--- src/rtl/control_pkg.sv ---
// rtl/control_pkg.sv - shared types and encodings for the multicycle main control
//   state_t  : controller states (also exported on the debug state port)
//   iclass_t : instruction class produced by opcode_decode
//   OP_*     : RV32I major opcodes handled by the core
//   ALUOP_*  : ALUOp encodings toward ALU control
//   SRC_A_* / SRC_B_* : ALU operand mux selects
package control_pkg;

  typedef enum logic [3:0] {
    FETCH     = 4'd0,
    DECODE    = 4'd1,
    EXEC_R    = 4'd2,
    EXEC_I    = 4'd3,
    MEM_ADDR  = 4'd4,
    MEM_READ  = 4'd5,
    MEM_WRITE = 4'd6,
    WB_ALU    = 4'd7,
    WB_MEM    = 4'd8,
    BRANCH    = 4'd9,
    TRAP      = 4'd10
  } state_t;

  typedef enum logic [2:0] {
    CLS_R      = 3'd0,
    CLS_I      = 3'd1,
    CLS_LOAD   = 3'd2,
    CLS_STORE  = 3'd3,
    CLS_BRANCH = 3'd4
  } iclass_t;

  localparam logic [6:0] OP_R      = 7'b0110011;
  localparam logic [6:0] OP_I      = 7'b0010011;
  localparam logic [6:0] OP_LOAD   = 7'b0000011;
  localparam logic [6:0] OP_STORE  = 7'b0100011;
  localparam logic [6:0] OP_BRANCH = 7'b1100011;

  localparam logic [1:0] ALUOP_ADD   = 2'b00;
  localparam logic [1:0] ALUOP_SUB   = 2'b01;
  localparam logic [1:0] ALUOP_RTYPE = 2'b10;

  localparam logic [1:0] SRC_A_PC    = 2'd0;
  localparam logic [1:0] SRC_A_OLDPC = 2'd1;
  localparam logic [1:0] SRC_A_RS1   = 2'd2;

  localparam logic [1:0] SRC_B_RS2   = 2'd0;
  localparam logic [1:0] SRC_B_IMM   = 2'd1;
  localparam logic [1:0] SRC_B_FOUR  = 2'd2;

endpackage

--- src/rtl/opcode_decode.sv ---
// rtl/opcode_decode.sv - classifies a latched instruction and flags unsupported encodings
//   ir     in  32  latched instruction
//   iclass out 3   instruction class (R/I/LOAD/STORE/BRANCH)
//   legal  out 1   1 when the encoding is one the core executes
module opcode_decode
  import control_pkg::*;
(
  input  logic [31:0] ir,
  output iclass_t     iclass,
  output logic        legal
);

  logic [6:0] opcode;
  logic [2:0] f3;
  logic [6:0] f7;
  logic       unused_fields;

  assign opcode = ir[6:0];
  assign f3     = ir[14:12];
  assign f7     = ir[31:25];

  // register and immediate fields do not affect classification
  assign unused_fields = ^{ir[24:15], ir[11:7]};

  always_comb begin
    iclass = CLS_R;
    legal  = 1'b0;
    case (opcode)
      OP_R: begin
        iclass = CLS_R;
        // ADD / AND / OR with funct7=0, SUB with funct7=0100000
        legal  = ((f7 == 7'b0000000) && ((f3 == 3'b000) || (f3 == 3'b110) || (f3 == 3'b111))) ||
                 ((f7 == 7'b0100000) && (f3 == 3'b000));
      end
      OP_I: begin
        iclass = CLS_I;
        legal  = (f3 == 3'b000);
      end
      OP_LOAD: begin
        iclass = CLS_LOAD;
        legal  = (f3 == 3'b010);
      end
      OP_STORE: begin
        iclass = CLS_STORE;
        legal  = (f3 == 3'b010);
      end
      OP_BRANCH: begin
        iclass = CLS_BRANCH;
        legal  = (f3 == 3'b000) || (f3 == 3'b001);
      end
      default: begin
        iclass = CLS_R;
        legal  = 1'b0;
      end
    endcase
  end

endmodule

--- src/rtl/multicycle_control.sv ---
// rtl/multicycle_control.sv - multicycle RISC-V main control FSM with instruction register
//   clk, rst          core clock, synchronous active-high reset
//   mem_rdata/ready   memory read data and request completion
//   alu_zero          ALU result is zero (branch compare)
//   mem_req/we        memory request and write qualifier
//   mem_addr_sel      memory address: 0=PC, 1=ALUOut
//   ir, funct3, funct7 latched instruction and its function fields
//   ALUOp             00 add, 01 sub, 10 R-type decode
//   alu_src_a/b       ALU operand selects
//   pc_write/pc_src   PC load enable and source
//   reg_write/wb_sel  register-file write enable and writeback source
//   illegal           sticky trap flag
//   state             current state for debug
module multicycle_control
  import control_pkg::*;
#(
  parameter logic [31:0] RESET_IR = 32'h0000_0013
) (
  input  logic        clk,
  input  logic        rst,
  input  logic [31:0] mem_rdata,
  input  logic        mem_ready,
  input  logic        alu_zero,
  output logic        mem_req,
  output logic        mem_we,
  output logic        mem_addr_sel,
  output logic [31:0] ir,
  output logic [1:0]  ALUOp,
  output logic [2:0]  funct3,
  output logic [6:0]  funct7,
  output logic [1:0]  alu_src_a,
  output logic [1:0]  alu_src_b,
  output logic        pc_write,
  output logic        pc_src,
  output logic        reg_write,
  output logic        wb_sel,
  output logic        illegal,
  output logic [3:0]  state
);

  state_t     state_q;
  state_t     next_state;
  logic [31:0] ir_q;
  logic       ir_load;
  iclass_t    iclass;
  logic       legal;

  opcode_decode u_decode (
    .ir     (ir_q),
    .iclass (iclass),
    .legal  (legal)
  );

  // the instruction word is captured on the cycle the fetch completes
  assign ir_load = (state_q == FETCH) && mem_ready && !rst;

  always_ff @(posedge clk) begin
    if (rst) begin
      state_q <= FETCH;
      ir_q    <= RESET_IR;
    end else begin
      state_q <= next_state;
      if (ir_load) begin
        ir_q <= mem_rdata;
      end
    end
  end

  assign ir     = ir_q;
  assign funct3 = ir_q[14:12];
  assign funct7 = ir_q[31:25];
  assign state  = rst ? 4'd0 : state_q;

  always_comb begin
    next_state   = state_q;
    mem_req      = 1'b0;
    mem_we       = 1'b0;
    mem_addr_sel = 1'b0;
    ALUOp        = ALUOP_ADD;
    alu_src_a    = SRC_A_PC;
    alu_src_b    = SRC_B_RS2;
    pc_write     = 1'b0;
    pc_src       = 1'b0;
    reg_write    = 1'b0;
    wb_sel       = 1'b0;
    illegal      = 1'b0;

    case (state_q)
      FETCH: begin
        mem_req = 1'b1;
        if (mem_ready) begin
          // PC <= PC + 4 in the same cycle the instruction arrives
          pc_write   = 1'b1;
          alu_src_a  = SRC_A_PC;
          alu_src_b  = SRC_B_FOUR;
          ALUOp      = ALUOP_ADD;
          next_state = DECODE;
        end
      end

      DECODE: begin
        // oldPC + imm precomputes the branch target into ALUOut
        alu_src_a = SRC_A_OLDPC;
        alu_src_b = SRC_B_IMM;
        ALUOp     = ALUOP_ADD;
        if (!legal) begin
          next_state = TRAP;
        end else begin
          case (iclass)
            CLS_R:      next_state = EXEC_R;
            CLS_I:      next_state = EXEC_I;
            CLS_LOAD:   next_state = MEM_ADDR;
            CLS_STORE:  next_state = MEM_ADDR;
            CLS_BRANCH: next_state = BRANCH;
            default:    next_state = TRAP;
          endcase
        end
      end

      EXEC_R: begin
        alu_src_a  = SRC_A_RS1;
        alu_src_b  = SRC_B_RS2;
        ALUOp      = ALUOP_RTYPE;
        next_state = WB_ALU;
      end

      EXEC_I: begin
        alu_src_a  = SRC_A_RS1;
        alu_src_b  = SRC_B_IMM;
        ALUOp      = ALUOP_ADD;
        next_state = WB_ALU;
      end

      WB_ALU: begin
        reg_write  = 1'b1;
        wb_sel     = 1'b0;
        next_state = FETCH;
      end

      MEM_ADDR: begin
        alu_src_a  = SRC_A_RS1;
        alu_src_b  = SRC_B_IMM;
        ALUOp      = ALUOP_ADD;
        next_state = (iclass == CLS_STORE) ? MEM_WRITE : MEM_READ;
      end

      MEM_READ: begin
        mem_req      = 1'b1;
        mem_addr_sel = 1'b1;
        if (mem_ready) begin
          next_state = WB_MEM;
        end
      end

      MEM_WRITE: begin
        mem_req      = 1'b1;
        mem_addr_sel = 1'b1;
        mem_we       = 1'b1;
        if (mem_ready) begin
          next_state = FETCH;
        end
      end

      WB_MEM: begin
        reg_write  = 1'b1;
        wb_sel     = 1'b1;
        next_state = FETCH;
      end

      BRANCH: begin
        alu_src_a  = SRC_A_RS1;
        alu_src_b  = SRC_B_RS2;
        ALUOp      = ALUOP_SUB;
        pc_src     = 1'b1;
        // funct3 bit 0 distinguishes BNE (001) from BEQ (000)
        pc_write   = ir_q[12] ? !alu_zero : alu_zero;
        next_state = FETCH;
      end

      TRAP: begin
        illegal    = 1'b1;
        next_state = TRAP;
      end

      default: begin
        next_state = TRAP;
      end
    endcase

    // reset silences every strobe immediately, aborting any pending request
    if (rst) begin
      mem_req      = 1'b0;
      mem_we       = 1'b0;
      mem_addr_sel = 1'b0;
      ALUOp        = ALUOP_ADD;
      alu_src_a    = SRC_A_PC;
      alu_src_b    = SRC_B_RS2;
      pc_write     = 1'b0;
      pc_src       = 1'b0;
      reg_write    = 1'b0;
      wb_sel       = 1'b0;
      illegal      = 1'b0;
    end
  end

endmodule
--- config.mk ---
export PLATFORM = sky130hd
export DESIGN_NAME = multicycle_control
export DESIGN_NICKNAME = d
export VERILOG_FILES = /design/src/rtl/control_pkg.sv /design/src/rtl/opcode_decode.sv /design/src/rtl/multicycle_control.sv
export SDC_FILE = /design/constraint.sdc
export NUM_CORES = 1
export LEC_CHECK = 0
export ABC_AREA = 1
export CAP_MARGIN = 5
export CORE_MARGIN = 2
export CORE_UTILIZATION = 36
export DETAILED_ROUTE_END_ITERATION = 6
export MAX_ROUTING_LAYER = met4
export PLACE_DENSITY_LB_ADDON = 0.12
export SYNTH_ARGS = -nofsm -noshare
export SYNTH_HDL_FRONTEND = slang
export SYNTH_HIERARCHICAL = 1
export SYNTH_SLANG_ARGS = --single-unit
--- constraint.sdc ---
create_clock -name clk -period 1.35 [get_ports clk]
set_clock_uncertainty 0.1 [all_clocks]
set_input_delay 0.135 -clock clk [delete_from_list [all_inputs] [get_ports clk]]
set_output_delay 0.135 -clock clk [all_outputs]
set_load 0.01 [all_outputs]
==> reports/results.tsv <==
stage	metric	value	unit
critical_path	CP startpoint kind	flop	
critical_path	required time of the critical path	1.12	ns
die	die width	76.64	µm
global_routing	met3 GRT Util	4.739	%
placed_design	Placed Area	3147	µm²
sta	Fmax	0.5877	GHz
route	Vias	2347	
logic_synthesis	Post-Synthesis Cells	278	
logic_synthesis	Cell variety after synth	26	
die	# IOs	96	
sta	WHS	0.3057	ns
logic_synthesis	Post-synth EDFFs	0	
clocking	CTS Buffer Depth	2	
power	Worst IR Drop VDD	1106	µV
cells_and_area	layout cells sized above 1	40.97	%
clocking	Clock Pin Slew Worst Setup and Hold Paths	0.08	ns
worst_hold_path	HP Class	input port to flop	
sta	Final min period	1.702	ns
logic_synthesis	yosys warns	6	
route	drt via density	4.675	
route	DR iter-0 viols	154	
sta	setup repair after global routing missed its margin	true	
critical_path	CP max stage cell	dfxtp_2	
die	std cell rows	26	
route	Pre-antenna DRT Iters	4	
logic_synthesis	ys async rst share	0	%
die	die area	5873	µm²
route	Post-route DRC	0	
critical_path	critical-path cell list	buf_6 -> nor2_4 -> inv_2 -> o21a_1 -> o22ai_1 -> buf_2	
logic_synthesis	Syn Area/Cell	6.832	µm²
clocking	TritonCTS Buffers	5	
global_routing	busiest grt layer	met2	
power	leak pwr	0.001853	µW
die	Starting Density	37.19	%
route	Routed WL per cell	13.21	µm
cells_and_area	Fillers	413	
status	status	finished with violations	
sta	worst slew pin tran	0.3866	ns
flow_run	MaxCap Viol Count	0	
clocking	Root Buffer	clkbuf_8	
logic_synthesis	Post-synth top flop	dfxtp_1	
clocking	CTS Sinks	36	
sta	final worst path period share	126.0	%
power	cell area power density	2278	nW/µm²
sta	setup slack after layout	-0.3516	ns
critical_path	critical path arrival	1.47	ns
logic_synthesis	Seq/Total Area, Yosys	37.94	%
logic_synthesis	post-synth top area share	37.94	%
cells_and_area	Final nets	467	
cells_and_area	final std cells w/o fill	502	
die	die height	76.64	µm
sta	endpoints failing hold	0	
global_routing	largest net degree at the start of global routing	36	
logic_synthesis	syn nets	314	
placed_design	RePlAce Congestion	0.8339	
clocking	H-tree level count	2	
cells_and_area	area delta synth->final	93.21	%
status	violated checks	negative setup slack	
clocking	worst skew pair latency	0.29	ns
global_routing	Remaining Overflow, GRT	0	
logic_synthesis	top-count cell post-synth	nor2_1	
placed_design	port buffer count	95	
critical_path	crit path kind	flop to output pin	
global_routing	initial antenna violation count	0	
critical_path	CP Capture Type	output pin	
power	Final Power	8360	µW
critical_path	largest fanout on the critical path	3	
sta	max-slew violation count	0	
logic_synthesis	top post-synthesis cells by count	79 x nor2_1, 41 x nand2_1, 36 x dfxtp_1	
global_routing	routing usage on met2	34.96	%
global_routing	first-pass GRT wire length	9.522	mm
route	Routed Antenna Nets	0	
critical_path	max incr delay on CP	0.35	ns
placed_design	Post-Place Cells	469	
logic_synthesis	Yosys top cell by area	dfxtp_1	
logic_synthesis	Synth area leaders	dfxtp_1 38%, nor2_1 16%, nand2_1 8.1%, o21ai_0 7.6%, nor2_2 4.3%	
clocking	CTS tree	yes	
placed_design	post-DP HPWL	3.968	mm
global_routing	Tot GR Track Use	20.37	%
logic_synthesis	mapped cell area	1899	µm²
sta	final setup fails	52	
cells_and_area	area of the multi-input gates	1139	µm²
die	Core ar.	5107	µm²
cells_and_area	fin area	3670	µm²
sta	Final TNS setup	-8.355	ns
logic_synthesis	number of synthesized register bits	36	
global_routing	vias in the first global route	2142	
cells_and_area	n_diodes	0	
route	Routed WL	6.631	mm
cells_and_area	FF/Latch Area	750.7	µm²
global_routing	met1 usage	23.74	%
sta	Worst slew margin	74.23	%
metrics by stage:
step,setup WS [ns],util (%)
after global routing,-0.4358,71.85
after floorplan,-0.06416,-
final,-0.3516,71.85
after global placement,-0.5285,61.61
after detailed placement,-0.5745,61.61
after CTS,-0.3076,64.67
final timing paths:
check / start / to / slack, ns / cells past startpoint
min: mem_rdata[14] / ir[14] / 0.31 / 3
max: state_q[2] / alu_src_a[1] / -0.35 / 6
min reg2reg: ir[24] / ir[24] / 0.40 / 2
max reg2reg: state_q[2] / ir[28] / -0.21 / 9
cells by family (layout without fill, tap and decap cells):
kind of cell	Yosys count	after routing	share of synthesized area [%]
buffers and inverters	42	196	12.98
DFF	36	36	37.94
and+or+nand+nor	158	158	37.22
AOI/OAI and AO/OA	41	41	11.40
xor gates and xnor gates	1	1	0.4612
cell type report:
type	instances	area share, %
multi-input cells	200	31.03
clock inverters	2	0.2728
flip-flops and latches	36	20.46
well taps	70	2.387
repair buffers	166	41.02
inverters	22	2.591
clock buffers	6	2.250
sequential cells by signal, indices dropped and copies added (netlist names):
register	count
state_q	4
ir	32
cells in the final DEF (no fill, tap or decap), drive strengths merged, types with 2 or more instances in the layout:
| cell type | synthesis | layout |
|---|---|---|
| o21ai | 34 | 34 |
| nand3 | 17 | 17 |
| a21oi | 4 | 4 |
| nand2 | 42 | 42 |
| dfxtp | 36 | 36 |
| clkinv | 0 | 2 |
| nor3 | 3 | 3 |
| buf | 18 | 87 |
| clkdlybuf4s50 | 0 | 34 |
| clkbuf | 2 | 9 |
| dlygate4sd2 | 0 | 42 |
| nor2 | 96 | 96 |
| inv | 22 | 22 |
per-layer routing:
metal,up-vias,share of wire [%]
li1,1170,-
met4,0,2.4
met3,18,4.8
met2,79,52
met5,-,0
met1,1080,41
power breakdown:
part           internal [µW]  switching, µW
logic                   2820           2830
clock network            407            399
registers               1540            361
worst max-delay path: cells and delay by family (launching register included):
kind | cells | cell delay (ns)
compound gates | 2 | 0.34
buf+inv | 3 | 0.35
flops | 1 | 0.35
simple gates | 1 | 0.14
repair_timing:
action                     4_1_cts  5_1_grt
pin swaps                       14       34
gates resized for setup        158       72
setup endpoints to repair       96       55
cloned                           0        3
buffers inserted                 8       14
hold buffers                     0        0
Power figures use the tool's default switching activity.
